`config.mk`:
```
export PLATFORM = sky130hd
export DESIGN_NAME = ahb3lite_mem_loader
export DESIGN_NICKNAME = d
export VERILOG_FILES = /design/src/rtl/ahb3lite_pkg.sv /design/src/rtl/ahb3lite_mem_loader.sv
export SDC_FILE = /design/constraint.sdc
export NUM_CORES = 1
export LEC_CHECK = 0
export CAP_MARGIN = 10
export CELL_PAD_IN_SITES_DETAIL_PLACEMENT = 1
export CELL_PAD_IN_SITES_GLOBAL_PLACEMENT = 2
export CORE_MARGIN = 2
export CORE_UTILIZATION = 29
export CTS_BUF_LIST = sky130_fd_sc_hd__clkbuf_16
export DETAILED_ROUTE_END_ITERATION = 12
export PLACE_DENSITY = 0.83
export SYNTH_ARGS = -nofsm -noshare
export SYNTH_HDL_FRONTEND = slang
export SYNTH_SLANG_ARGS = --single-unit
```
`constraint.sdc`:
```
create_clock -name HCLK -period 2.22 [get_ports HCLK]
set_input_delay 0.333 -clock HCLK [delete_from_list [all_inputs] [get_ports HCLK]]
set_output_delay 0.333 -clock HCLK [all_outputs]
set_load 0.05 [all_outputs]
```
`src/rtl/ahb3lite_pkg.sv`:
```
// ahb3lite_pkg: shared AHB3-Lite encodings plus the memory-loader state type
package ahb3lite_pkg;
  localparam logic [1:0] HTRANS_IDLE   = 2'b00;
  localparam logic [1:0] HTRANS_BUSY   = 2'b01;
  localparam logic [1:0] HTRANS_NONSEQ = 2'b10;
  localparam logic [1:0] HTRANS_SEQ    = 2'b11;
  localparam logic [2:0] HSIZE_BYTE   = 3'b000;
  localparam logic [2:0] HSIZE_HWORD  = 3'b001;
  localparam logic [2:0] HSIZE_WORD   = 3'b010;
  localparam logic [2:0] HSIZE_DWORD  = 3'b011;
  localparam logic [2:0] HSIZE_4WLINE = 3'b100;
  localparam logic [2:0] HBURST_SINGLE = 3'b000;
  localparam logic [2:0] HBURST_INCR   = 3'b001;
  localparam logic HRESP_OKAY  = 1'b0;
  localparam logic HRESP_ERROR = 1'b1;
  localparam logic [3:0] HPROT_DATA_PRIV = 4'b0011;
  localparam int AHB_1K_BOUNDARY_BITS = 10;
  typedef enum logic [1:0] {IDLE, XFER, LAST, FIN} loader_state_t;
  function automatic logic [2:0] hsize_of(input int data_bits);
    return 3'($clog2(data_bits / 8));
  endfunction
endpackage

```
`src/rtl/ahb3lite_mem_loader.sv`:
```
// ahb3lite_mem_loader: writes a valid/ready stream to consecutive words as one AHB3-Lite INCR burst; AHB3LITE_LOADER_CHECKSUM_EN adds csum_o
module ahb3lite_mem_loader
  import ahb3lite_pkg::*;
#(
  parameter int HADDR_SIZE = 32,
  parameter int HDATA_SIZE = 32,
  parameter int LEN_SIZE   = 16
) (
  input  logic                  HRESETn,
  input  logic                  HCLK,
  input  logic                  start_i,
  input  logic [HADDR_SIZE-1:0] base_i,
  input  logic [LEN_SIZE-1:0]   len_i,
  output logic                  busy_o,
  output logic                  done_o,
  output logic                  err_o,
  input  logic                  s_valid_i,
  input  logic [HDATA_SIZE-1:0] s_data_i,
  output logic                  s_ready_o,
  output logic [HADDR_SIZE-1:0] HADDR,
  output logic [HDATA_SIZE-1:0] HWDATA,
  output logic                  HWRITE,
  output logic [2:0]            HSIZE,
  output logic [2:0]            HBURST,
  output logic [3:0]            HPROT,
  output logic [1:0]            HTRANS,
  output logic                  HMASTLOCK,
  input  logic                  HREADY,
  input  logic                  HRESP
`ifdef AHB3LITE_LOADER_CHECKSUM_EN
  ,
  output logic [HDATA_SIZE-1:0] csum_o
`endif
);
  localparam int BE_SIZE = HDATA_SIZE / 8;
  localparam logic [HADDR_SIZE-1:0] ADDR_INC   = HADDR_SIZE'(BE_SIZE);
  localparam logic [HADDR_SIZE-1:0] ALIGN_MASK = ~(HADDR_SIZE'(BE_SIZE - 1));
  loader_state_t         state;
  logic [HADDR_SIZE-1:0] addr_q;
  logic [LEN_SIZE-1:0]   rem_q;
  logic [HDATA_SIZE-1:0] wdata_q;
  logic                  beat_q;
  logic                  pop;
  logic                  err_hit;
  logic                  restart;
  assign s_ready_o = (state == XFER) & HREADY & (rem_q != '0);
  assign pop       = s_valid_i & s_ready_o;
  assign err_hit   = ((state == XFER) | (state == LAST)) & (HRESP == HRESP_ERROR) & ~HREADY;
  assign restart   = ~beat_q | (addr_q[AHB_1K_BOUNDARY_BITS-1:0] == '0);
  assign HWRITE    = 1'b1;
  assign HSIZE     = hsize_of(HDATA_SIZE);
  assign HBURST    = HBURST_INCR;
  assign HPROT     = HPROT_DATA_PRIV;
  assign HMASTLOCK = 1'b0;
  // burst FSM: address phase generation, data phase register and completion pulses
  always_ff @(posedge HCLK or negedge HRESETn) begin
    if (!HRESETn) begin
      state   <= IDLE;
      addr_q  <= '0;
      rem_q   <= '0;
      wdata_q <= '0;
      beat_q  <= 1'b0;
      HADDR   <= '0;
      HWDATA  <= '0;
      HTRANS  <= HTRANS_IDLE;
      busy_o  <= 1'b0;
      done_o  <= 1'b0;
      err_o   <= 1'b0;
    end else begin
      done_o <= 1'b0;
      err_o  <= 1'b0;
      if (HREADY && HTRANS[1]) HWDATA <= wdata_q;
      if (state == IDLE) begin
        if (start_i) begin
          addr_q <= base_i & ALIGN_MASK;
          rem_q  <= len_i;
          beat_q <= 1'b0;
          busy_o <= 1'b1;
          done_o <= (len_i == '0);
          state  <= (len_i == '0) ? FIN : XFER;
        end
      end else if (err_hit) begin
        HTRANS <= HTRANS_IDLE;
        done_o <= 1'b1;
        err_o  <= 1'b1;
        state  <= FIN;
      end else if (state == XFER && HREADY) begin
        if (pop) begin
          HADDR   <= addr_q;
          HTRANS  <= restart ? HTRANS_NONSEQ : HTRANS_SEQ;
          wdata_q <= s_data_i;
          addr_q  <= addr_q + ADDR_INC;
          rem_q   <= rem_q - 1'b1;
          beat_q  <= 1'b1;
          if (rem_q == LEN_SIZE'(1)) state <= LAST;
        end else if (beat_q) begin
          HTRANS <= HTRANS_BUSY;
          HADDR  <= addr_q;
        end else begin
          HTRANS <= HTRANS_IDLE;
        end
      end else if (state == LAST && HREADY) begin
        HTRANS <= HTRANS_IDLE;
        if (HTRANS == HTRANS_IDLE) begin
          done_o <= 1'b1;
          state  <= FIN;
        end
      end else if (state == FIN) begin
        busy_o <= 1'b0;
        state  <= IDLE;
      end
    end
  end
`ifdef AHB3LITE_LOADER_CHECKSUM_EN
  // running sum of every popped word, restarted by each accepted transfer
  always_ff @(posedge HCLK or negedge HRESETn) begin
    if (!HRESETn) csum_o <= '0;
    else if (state == IDLE && start_i) csum_o <= '0;
    else if (pop) csum_o <= csum_o + s_data_i;
  end
`endif
endmodule

```
==> run summary, run 1 <==
status: finished with violations
failing checks: setup timing
Die Span Y: 164.6 um
Num CTS Buffers: 17
Post-synth top flop: dfrtp_1
global-route track usage on met2: 30.83%
diode count: 0
Least-Margin Pin Slew: 563.3 ps
DRT iter0 DRCs: 415
busiest grt layer: met2
gr usage total: 18.25%
worst skew pair latency: 430 ps
cells after synthesis: 714
Worst-path clk slew: 70 ps
final worst slack: -89.03 ps
Netlist cell types: 73
Peak Freq: 0.4331 GHz
row count: 58
I/O Buffers: 151
Max Cap Viol: 0
largest net degree at the start of global routing: 51
critical register-to-register path startpoint: rem_q[1]
Hold Path Class: primary input to async pin
M1 GR Usage: 24.44%
die width: 164.6 um
Residual DRC: 0
post-route ant nets: 0
Slew Viols, Final: 0
CP Launch Type: flip-flop
Pleak: 0.004764 uW
Register-to-Register Path Depth: 9
WP data required: 2530 ps
Crit Path Max Fanout: 15
sequential area share after synthesis: 49.54%
synthesis-stage register bit count: 148
Area Overhead vs Synth: 44.97%
PD cells: 1445 nW/um2
mean routed wirelength per cell: 19.44 um
most frequent cells in the layout: clkdlybuf4s50_1, dfrtp_1, nand2_1, buf_4, mux2_2
period utilisation layout: 104.0%
GRT overflow: 0
CP arrival: 2620 ps
Final #Nets: 1031
RSZ-0062 raised after global routing: true
Max-slew headroom: 62.33%
Reg-to-Reg End: HADDR[25]
r2r setup slk: -90 ps
initial core utilization: 29.60%
CP endpoint kind: flip-flop
Setup CP Type: flip-flop to flip-flop
# setup viols final: 33
synth warn: 0
# IOs: 168
Die Area: 27080 um2
Pwr Total: 15660 uW
clock skew: 13.12 ps
asr flop ratio synth: 100.0%
Max rail drop VDD: 0.6700 mV
CTS tree: done
vias in the first global route: 6782
initial antenna violation count: 0
routed vias/inst: 5.053
ratio of cells with drive above 1 in the final layout: 24.34%
Setup TNS: -1898 ps
core area: 25250 um2
CTS Sinks: 148
Tmin final: 2309 ps
commonest non-fill, non-tap cell in the layout: clkdlybuf4s50_1
GP Congestion: 0.8660
final non-filler cell total: 1279
syn avg cell area: 10.47 um2
clk root buf: clkbuf_16
Final Hold Viols: 0
Post-Route WL: 24860 um
clk buf depth: 2
Pre-antenna DRT Iters: 4
Post-DP HPWL: 17800 um
H-tree depth: 4
Mapped Area: 7476 um2
placed cell count: 1234
Post-synth EDFFs: 0
grt met3 use: 3.189%
Vias: 6463
first-pass GRT wire length: 37940 um
==> sequential cells by signal (all words and copies together) (netlist names) <==
signal	cells
HWDATA	32
wdata_q	32
HADDR	30
addr_q	30
rem_q	16
HTRANS	2
state	2
beat_q	1
busy_o	1
done_o	1
err_o	1
==> cells in the mapped netlist, types with 6 or more instances <==
| library cell | number | area, um2 |
|---|---|---|
| dfrtp_1 | 148 | 3704 |
| nand2_1 | 132 | 495.5 |
| nor2_1 | 34 | 127.6 |
| mux2_2 | 33 | 371.6 |
| nor3_1 | 32 | 160.2 |
| mux2_4 | 30 | 450.4 |
| nand3_1 | 23 | 115.1 |
| a21oi_1 | 18 | 90.09 |
| inv_1 | 17 | 63.81 |
| o21ai_0 | 16 | 80.08 |
| buf_4 | 14 | 105.1 |
| clkbuf_1 | 13 | 48.80 |
| buf_2 | 12 | 60.06 |
| nand4_1 | 12 | 75.07 |
| nor4_1 | 11 | 68.82 |
| o32ai_1 | 11 | 96.34 |
| and4_1 | 9 | 78.83 |
| buf_1 | 9 | 33.78 |
| ha_1 | 9 | 112.6 |
| o22ai_1 | 8 | 50.05 |
| and3_1 | 7 | 43.79 |
| a22oi_1 | 6 | 45.04 |
| a31oi_1 | 6 | 37.54 |
| or4_1 | 6 | 45.04 |
==> cell families after synthesis <==
group / count (synthesis) / synth area share [%]
and+or+nand+nor: 301 / 20.52
DFF: 148 / 49.54
AOI/OAI and AO/OA: 112 / 11.00
buffers and inverters: 72 / 5.489
muxes: 65 / 11.26
adders and majority gates: 9 / 1.506
xor gates and xnor gates: 5 / 0.5859
other: 2 / 0.1005
==> power by group <==
part           internal, uW  switching [uW]
sequential             3870             994
clock                  1830            1320
combinational          3210            4430
==> area by class of cell <==
type | instances | area [um2]
fill | 2765 | 14420
multi-input combinational | 506 | 3585
timing repair buffer | 246 | 2437
inverter | 17 | 63.81
sequential | 148 | 3704
clock buffer | 17 | 425.4
clock inverter | 15 | 210.2
tap | 330 | 412.9
==> how the worst max path moves through the flow <==
stage / startpoint / endpoint / slack [ps]
floorplan: rem_q[0] / HADDR[10] / 20
global placement: HREADY / addr_q[16] / -50
detailed placement: HREADY / addr_q[16] / -110
CTS: rem_q[1] / s_ready_o / -60
global route: rem_q[3] / HADDR[21] / -150
finish: rem_q[1] / HADDR[25] / -90
==> repair_timing <==
item                                   CTS  global route
buffers inserted                         3             8
endpoints found under the hold margin   47             0
resized for setup                       16            27
gates cloned                             0             1
hold buffers                             1             0
pin swaps                                2             5
setup endpoints to repair               64            90
==> critical path, cell delays in order (launching register included) <==
cell	delay (ps)
dfrtp_1	390
inv_2	80
ha_4	140
nor4b_4	280
nand4_4	170
buf_4	190
and2_4	160
o21ai_4	190
clkbuf_16	260
mux2_4	310
==> per-layer routing <==
metal / share of wire [%] / up-vias / wire length (um)
met5: 0 / - / 0
met4: 1.6 / 0 / 410
met3: 4.9 / 31 / 1219
met2: 48 / 183 / 12050
met1: 45 / 3246 / 11180
li1: - / 3003 / -
==> metrics by stage <==
stage | worst slack (ps) | hold slack [ps] | cell area, um2 | util [%]
after floorplan | 17.90 | 37.41 | 7521 | -
after global placement | -51.56 | 317.9 | 9858 | 39.04
after detailed placement | -111.9 | 316.3 | 9858 | 39.04
after CTS | -64.60 | 416.5 | 10600 | 41.96
after global routing | -150.8 | 431.3 | 10840 | 42.92
final | -89.03 | 425.9 | 10840 | 42.92
No activity file was read; power rests on OpenSTA's default activity.
==> run 2, diff against run 1 <==
CORE_MARGIN = 5   (was 2)
CORE_UTILIZATION = 36   (was 29)
DONT_BUFFER_PORTS = 1   (was unset)
PLACE_DENSITY = 0.82   (was 0.83)
==> run 2 against run 1 <==
  * The flow finishes with violations (hold timing)
  * First-iteration DRC count is 53% lower
  * Cell count is 18% lower
  * Cell area is 18% lower
  * Combinational power is 43% lower
  * Worst hold slack worse by 830 ps
  * Register-to-register slack better by 170 ps
  * Global-route usage is 1.3 points higher
  * Maximum frequency is 4.3% higher
  * Critical path depth is 3 lower
  * Highest routed layer is now met5
==> run summary, run 2 (synthesized netlist as in run 1, its figures left out) <==
status: finished with violations (unchanged)
failing checks: hold timing (was setup timing)
clock skew: 10.87 ps (was 13.12 ps)
I/O Buffers: 0 (was 151)
Final Hold Viols: 148 (was 0)
most frequent cells in the layout: dfrtp_1, nand2_1, buf_4, mux2_2 (was clkdlybuf4s50_1, dfrtp_1, nand2_1, buf_4, mux2_2)
# setup viols final: 0 (was 33)
RSZ-0062 raised after global routing: true (unchanged)
ratio of cells with drive above 1 in the final layout: 24.97% (was 24.34%)
slowest cell delay on critical path: 400 ps (was 390 ps)
WP data required: 1890 ps (was 2530 ps)
Area Overhead vs Synth: 18.83% (was 44.97%)
initial core utilization: 36.71% (was 29.60%)
largest net degree at the start of global routing: 149 (was 51)
Peak Freq: 0.4518 GHz (was 0.4331 GHz)
GP Congestion: 0.9121 (was 0.8660)
r2r setup slk: 80 ps (was -90 ps)
final non-filler cell total: 1043 (was 1279)
Max rail drop VDD: 0.5853 mV (was 0.6700 mV)
clk buf depth: 2 (unchanged)
worst-path cell chain: inv_2 -> ha_4 -> nor4b_4 -> nand4_4 -> buf_8 -> and3_4 (was inv_2 -> ha_4 -> nor4b_4 -> nand4_4 -> buf_4 -> and2_4 -> o21ai_4 -> clkbuf_16 -> mux2_4)
H-tree depth: 4 (unchanged)
placed cell count: 996 (was 1234)
diode count: 0 (unchanged)
CTS Sinks: 148 (unchanged)
Crit Path Max Fanout: 3 (was 15)
CP arrival: 1880 ps (was 2620 ps)
DRT iter0 DRCs: 195 (was 415)
vias in the first global route: 6474 (was 6782)
Residual DRC: 0 (unchanged)
Num CTS Buffers: 17 (unchanged)
CP startpoint: rem_q[1] (unchanged)
Slew Viols, Final: 0 (unchanged)
core area: 20360 um2 (was 25250 um2)
Pre-antenna DRT Iters: 4 (unchanged)
worst skew pair latency: 430 ps (about the same)
routed vias/inst: 5.656 (was 5.053)
Worst-path clk slew: 70 ps (about the same)
Die Area: 23750 um2 (was 27080 um2)
row count: 52 (was 58)
GRT overflow: 0 (unchanged)
period utilisation layout: 99.70% (was 104.0%)
CP endpoint kind: primary output (was flip-flop)
initial antenna violation count: 3 (was 0)
hold bufs inserted after CTS: 6 (was 1)
clk root buf: clkbuf_16 (unchanged)
PD cells: 1582 nW/um2 (was 1445 nW/um2)
Reg-to-Reg End: addr_q[7] (was HADDR[25])
mean routed wirelength per cell: 22.68 um (was 19.44 um)
Hold Path Class: primary input to async pin (unchanged)
Register-to-Register Path Depth: 8 (was 9)
die width: 154.1 um (was 164.6 um)
Post-DP HPWL: 16690 um (was 17800 um)
Max Cap Viol: 0 (unchanged)
Vias: 5899 (was 6463)
Tmin final: 2213 ps (was 2309 ps)
Post-Route WL: 23660 um (was 24860 um)
Hold Slack: -399.4 ps (was 425.9 ps)
Final #Nets: 855 (was 1031)
CTS tree: done (unchanged)
Pleak: 0.004012 uW (was 0.004764 uW)
first-pass GRT wire length: 36780 um (was 37940 um)
Largest regs: HWDATA (32), wdata_q (32) (unchanged)
gr usage total: 19.57% (was 18.25%)
Die Span Y: 154.1 um (was 164.6 um)
# IOs: 168 (unchanged)
final core occ: 43.62% (was 42.92%)
Max-slew headroom: 60.99% (was 62.33%)
critical register-to-register path startpoint: state[0] (was rem_q[1])
commonest non-fill, non-tap cell in the layout: dfrtp_1 (was clkdlybuf4s50_1)
post-route ant nets: 0 (unchanged)
Least-Margin Pin Slew: 585.1 ps (was 563.3 ps)
CP Launch Type: flip-flop (unchanged)
Crit-path slowest cell: dfrtp_1 (unchanged)
Setup CP Type: flip-flop to primary output (was flip-flop to flip-flop)
-- run 2: cell count changes in the layout (fill, tap and decap cells not counted), moves of 3 or more --
| cell | before | now |
|---|---|---|
| clkdlybuf4s50_1 | 149 | 0 |
| buf_4 | 76 | 53 |
| buf_12 | 14 | 6 |
| dlygate4sd3_1 | 1 | 6 |
| bufinv_16 | 3 | 0 |
| clkinv_8 | 1 | 4 |
-- run 2: critical path: cells and delay by family (launching register included) --
family	cells	cell delay (ps)
adder cells (fa/ha/maj)	1	140
buffers and inverters	2	250
AND/OR/NAND/NOR	3	670
flip-flops	1	400
-- run 2: power breakdown --
group | internal, uW | switching, uW
logic | 2120 | 2250
clock network | 1520 | 1370
registers | 3830 | 2950
-- run 2: layout make-up --
class	instances	area [um2]
Clock inverter	15	176.4
Inverter	17	63.81
Multi-Input combinational cell	506	3511
Sequential cell	148	3704
Clock buffer	17	425.4
Timing Repair Buffer	70	665.6
Tap cell	270	337.8
Fill cell	2240	11480
-- run 2: per-layer routing --
metal | track usage (%) | share of wire [%] | vias up
li1 | - | - | 2647
met1 | 23.32 | 40 | 3012
met2 | 32.88 | 49 | 181
met3 | 6.521 | 7.3 | 53
met4 | 7.275 | 2.7 | 6
met5 | 0 | 0.20 | -
-- run 2: how the worst max path moves through the flow --
stage | endpoint | cells past startpoint | slack, ps
2_1_floorplan | HADDR[10] | 8 | 20
3_3_place_gp | addr_q[7] | 8 | 20
3_5_place_dp | addr_q[8] | 9 | -70
4_1_cts | s_ready_o | 6 | -40
5_1_grt | s_ready_o | 6 | -70
6_report | s_ready_o | 6 | 7
-- run 2: per-stage QoR --
| stage | cell area [um2] | setup TNS, ps | total power [uW] | setup slack (ps) |
|---|---|---|---|---|
| 2_1_floorplan | 7521 | 0 | 9457 | 17.90 |
| 3_3_place_gp | 7995 | 0 | 10650 | 22.24 |
| 3_5_place_dp | 7995 | -398.7 | 10990 | -70.91 |
| 4_1_cts | 8708 | -73.27 | 13990 | -37.04 |
| 5_1_grt | 8884 | -84.48 | 14880 | -73.27 |
| 6_report | 8884 | 0 | 14060 | 6.620 |
-- run 2: timing repair --
item / in CTS / in global routing
endpoints found under the setup margin: 15 / 67
pin swaps: 1 / 3
resized for setup: 12 / 15
gates cloned: 0 / 2
setup buffers: 0 / 7
endpoints found under the hold margin: 154 / 148
==> run 3, diff against run 2 <==
SETUP_SLACK_MARGIN = 0.3   (was unset)
==> run 3 against run 2 <==
  * The run ends with hold timing, setup timing left
  * Maximum frequency shrank 1.9%
  * Clock power hardly changed
  * Sequential cell count unchanged
  * Sequential power up 2%
  * Combinational power rose by 29%
  * Cell count up 5.5%
  * Count of clock-buffer cells in the layout unchanged
  * Critical endpoint is now HADDR[9]
  * Highest routed layer is now met4
==> run summary, run 3 (synthesized netlist as in run 1, its figures left out) <==
status: finished with violations (unchanged)
failing checks: hold timing, setup timing (was hold timing)
Die Span Y: 154.1 um (unchanged)
Pre-antenna DRT Iters: 5 (was 4)
Num CTS Buffers: 17 (unchanged)
post-route ant nets: 0 (unchanged)
period utilisation layout: 101.6% (was 99.70%)
Post-DP HPWL: 17000 um (was 16690 um)
Pleak: 0.004624 uW (was 0.004012 uW)
switching share of total power: 46.91% (was 46.77%)
Post-DP Area: 8084 um2 (was 7995 um2)
Seq pwr share: 44.8% (was 48.2%)
clock network fraction of design power: 18.8% (was 20.6%)
ratio of cells with drive above 1 in the final layout: 41.69% (was 24.97%)
Post-Route WL: 27330 um (was 23660 um)
logic gate share of total power: 36.4% (was 31.1%)
Peak Freq: 0.4434 GHz (was 0.4518 GHz)
Setup TNS: -345.1 ps (was 0 ps)
Worst-path clk slew: 70 ps (about the same)
max layer used: met4 (was met5)
worst skew pair latency: 440 ps (was 430 ps)
DRT iter0 DRCs: 397 (was 195)
Int Pwr: 8225 uW (was 7482 uW)
H-tree depth: 4 (unchanged)
Setup CP Type: flip-flop to flip-flop (was flip-flop to primary output)
# setup viols final: 19 (was 0)
PD cells: 1500 nW/um2 (was 1582 nW/um2)
mean routed wirelength per cell: 24.85 um (was 22.68 um)
RSZ-0062 raised after global routing: true (unchanged)
Largest regs: HWDATA (32), wdata_q (32) (unchanged)
worst-path cell chain: inv_2 -> ha_4 -> nor4b_4 -> nand4_4 -> and2_4 -> o21ai_4 -> buf_12 -> buf_12 -> buf_16 -> mux2_4 (was inv_2 -> ha_4 -> nor4b_4 -> nand4_4 -> buf_8 -> and3_4)
clk buf depth: 2 (unchanged)
WP data required: 2530 ps (was 1890 ps)
Max Cap Viol: 0 (unchanged)
initial antenna violation count: 0 (was 3)
GRT overflow: 0 (unchanged)
vias in the first global route: 6521 (was 6474)
die width: 154.1 um (unchanged)
slowest cell delay on critical path: 400 ps (about the same)
Max-slew headroom: 57.62% (was 60.99%)
Hold Path Class: primary input to async pin (unchanged)
row count: 52 (unchanged)
Residual DRC: 0 (unchanged)
fin area: 10320 um2 (was 8884 um2)
WL met3: 1949 um (was 1721 um)
Fillers: 2100 (was 2240)
CP Launch Type: flip-flop (unchanged)
clock skew: 15.52 ps (was 10.87 ps)
routed vias/inst: 5.693 (was 5.656)
core area: 20360 um2 (unchanged)
Final #Nets: 912 (was 855)
Tmin final: 2256 ps (was 2213 ps)
M1 wire length: 10530 um (was 9562 um)
first-pass GRT wire length: 37830 um (was 36780 um)
diode count: 0 (unchanged)
CTS Sinks: 148 (unchanged)
most used cell, CP: buf_12
I/O Buffers: 0 (unchanged)
final worst slack: -35.56 ps (was 6.620 ps)
CP arrival: 2570 ps (was 1880 ps)
Area Overhead vs Synth: 38.11% (was 18.83%)
Max rail drop VDD: 0.6518 mV (was 0.5853 mV)
largest net degree at the start of global routing: 149 (unchanged)
Slew Viols, Final: 0 (unchanged)
clk root buf: clkbuf_16 (unchanged)
WL met2: 13920 um (was 11690 um)
CP endpoint kind: flip-flop (was primary output)
dpl ws: -43.66 ps (was -70.91 ps)
placed cell count: 1003 (was 996)
Vias: 6262 (was 5899)
initial core utilization: 36.71% (unchanged)
most frequent cells in the layout: dfrtp_1, nand2_1, buf_4, mux2_2, buf_6 (was dfrtp_1, nand2_1, buf_4, mux2_2)
Sw Pwr: 7267 uW (was 6573 uW)
GP Congestion: 0.9289 (was 0.9121)
# IOs: 168 (unchanged)
Pwr Total: 15490 uW (was 14060 uW)
Crit-path slowest cell: dfrtp_1 (unchanged)
Least-Margin Pin Slew: 626.8 ps (was 585.1 ps)
commonest non-fill, non-tap cell in the layout: dfrtp_1 (unchanged)
gr usage total: 20.16% (was 19.57%)
final non-filler cell total: 1100 (was 1043)
Final Hold Viols: 148 (unchanged)
CTS tree: done (unchanged)
Hold Slack: -400.6 ps (was -399.4 ps)
Crit Path Max Fanout: 5 (was 3)
Die Area: 23750 um2 (unchanged)
## run 3: cell count changes in the layout (fill, tap and decap cells not counted), sizes merged
cell / change
clkinv: +1
inv: -1
buf: +50
clkbuf: +7
## run 3: path summary, 6_finish.rpt
| path | depth (start not counted) | slack [ps] | to | from |
|---|---|---|---|---|
| max | 10 | -40 | HADDR[9] | rem_q[0] |
| min | 0 | -400 | wdata_q[22] | HRESETn |
| max reg2reg | 10 | -40 | HADDR[9] | rem_q[0] |
| min reg2reg | 2 | 470 | wdata_q[18] | wdata_q[18] |
| max in group asynchronous | 0 | 2410 | addr_q[4] | HRESETn |
| min in group HCLK | 2 | 10 | wdata_q[20] | s_data_i[20] |
## run 3: repair_timing
item,4_1_cts,5_1_grt
resized for setup,57,145
endpoints found under the hold margin,152,150
hold buffers,4,2
buffers inserted,25,21
pin swaps,23,73
endpoints found under the setup margin,109,115
gates cloned,2,11
## run 3: through the flow
step                utilization (%)  hold slack [ps]
floorplan                         -            37.41
global placement              39.70            45.02
detailed placement            39.70            44.12
CTS                           45.29           -415.4
global route                  50.70           -427.3
finish                        50.70           -400.6
## run 3: power by group through the flow
stage	Sequential [uW]	Combinational (uW)	Clock [uW]
floorplan	6470	3070	0
global placement	6770	3890	0
finish	6940	5640	2920
CTS	6830	4620	2950
global route	7090	6040	3110
detailed placement	6890	4110	0
## run 3: area by class of cell
type                            instances  area, um2  area share (%)
Tap cell                              270      337.8           3.272
Inverter                               17      63.81          0.6180
Sequential cell                       148       3707           35.91
Clock buffer                           17      425.4           4.120
Clock inverter                         15      181.4           1.757
Multi-Input combinational cell        506       4108           39.78
Timing Repair Buffer                  127       1501           14.54
## run 3: routing by layer
layer | track usage, % | vias to the layer above
li1 | - | 2760
met1 | 23.48 | 3223
met2 | 34.36 | 222
met3 | 6.858 | 57
met4 | 7.611 | 0
met5 | 0 | -
## run 3: worst max-delay path: cells and delay by family (launching register included)
family	cells	cell delay [ps]
AND/OR/NAND/NOR	3	630
buffers and inverters	4	430
flip-flops	1	400
multiplexers	1	290
AO/OA/AOI/OAI	1	220
adder cells (fa/ha/maj)	1	150
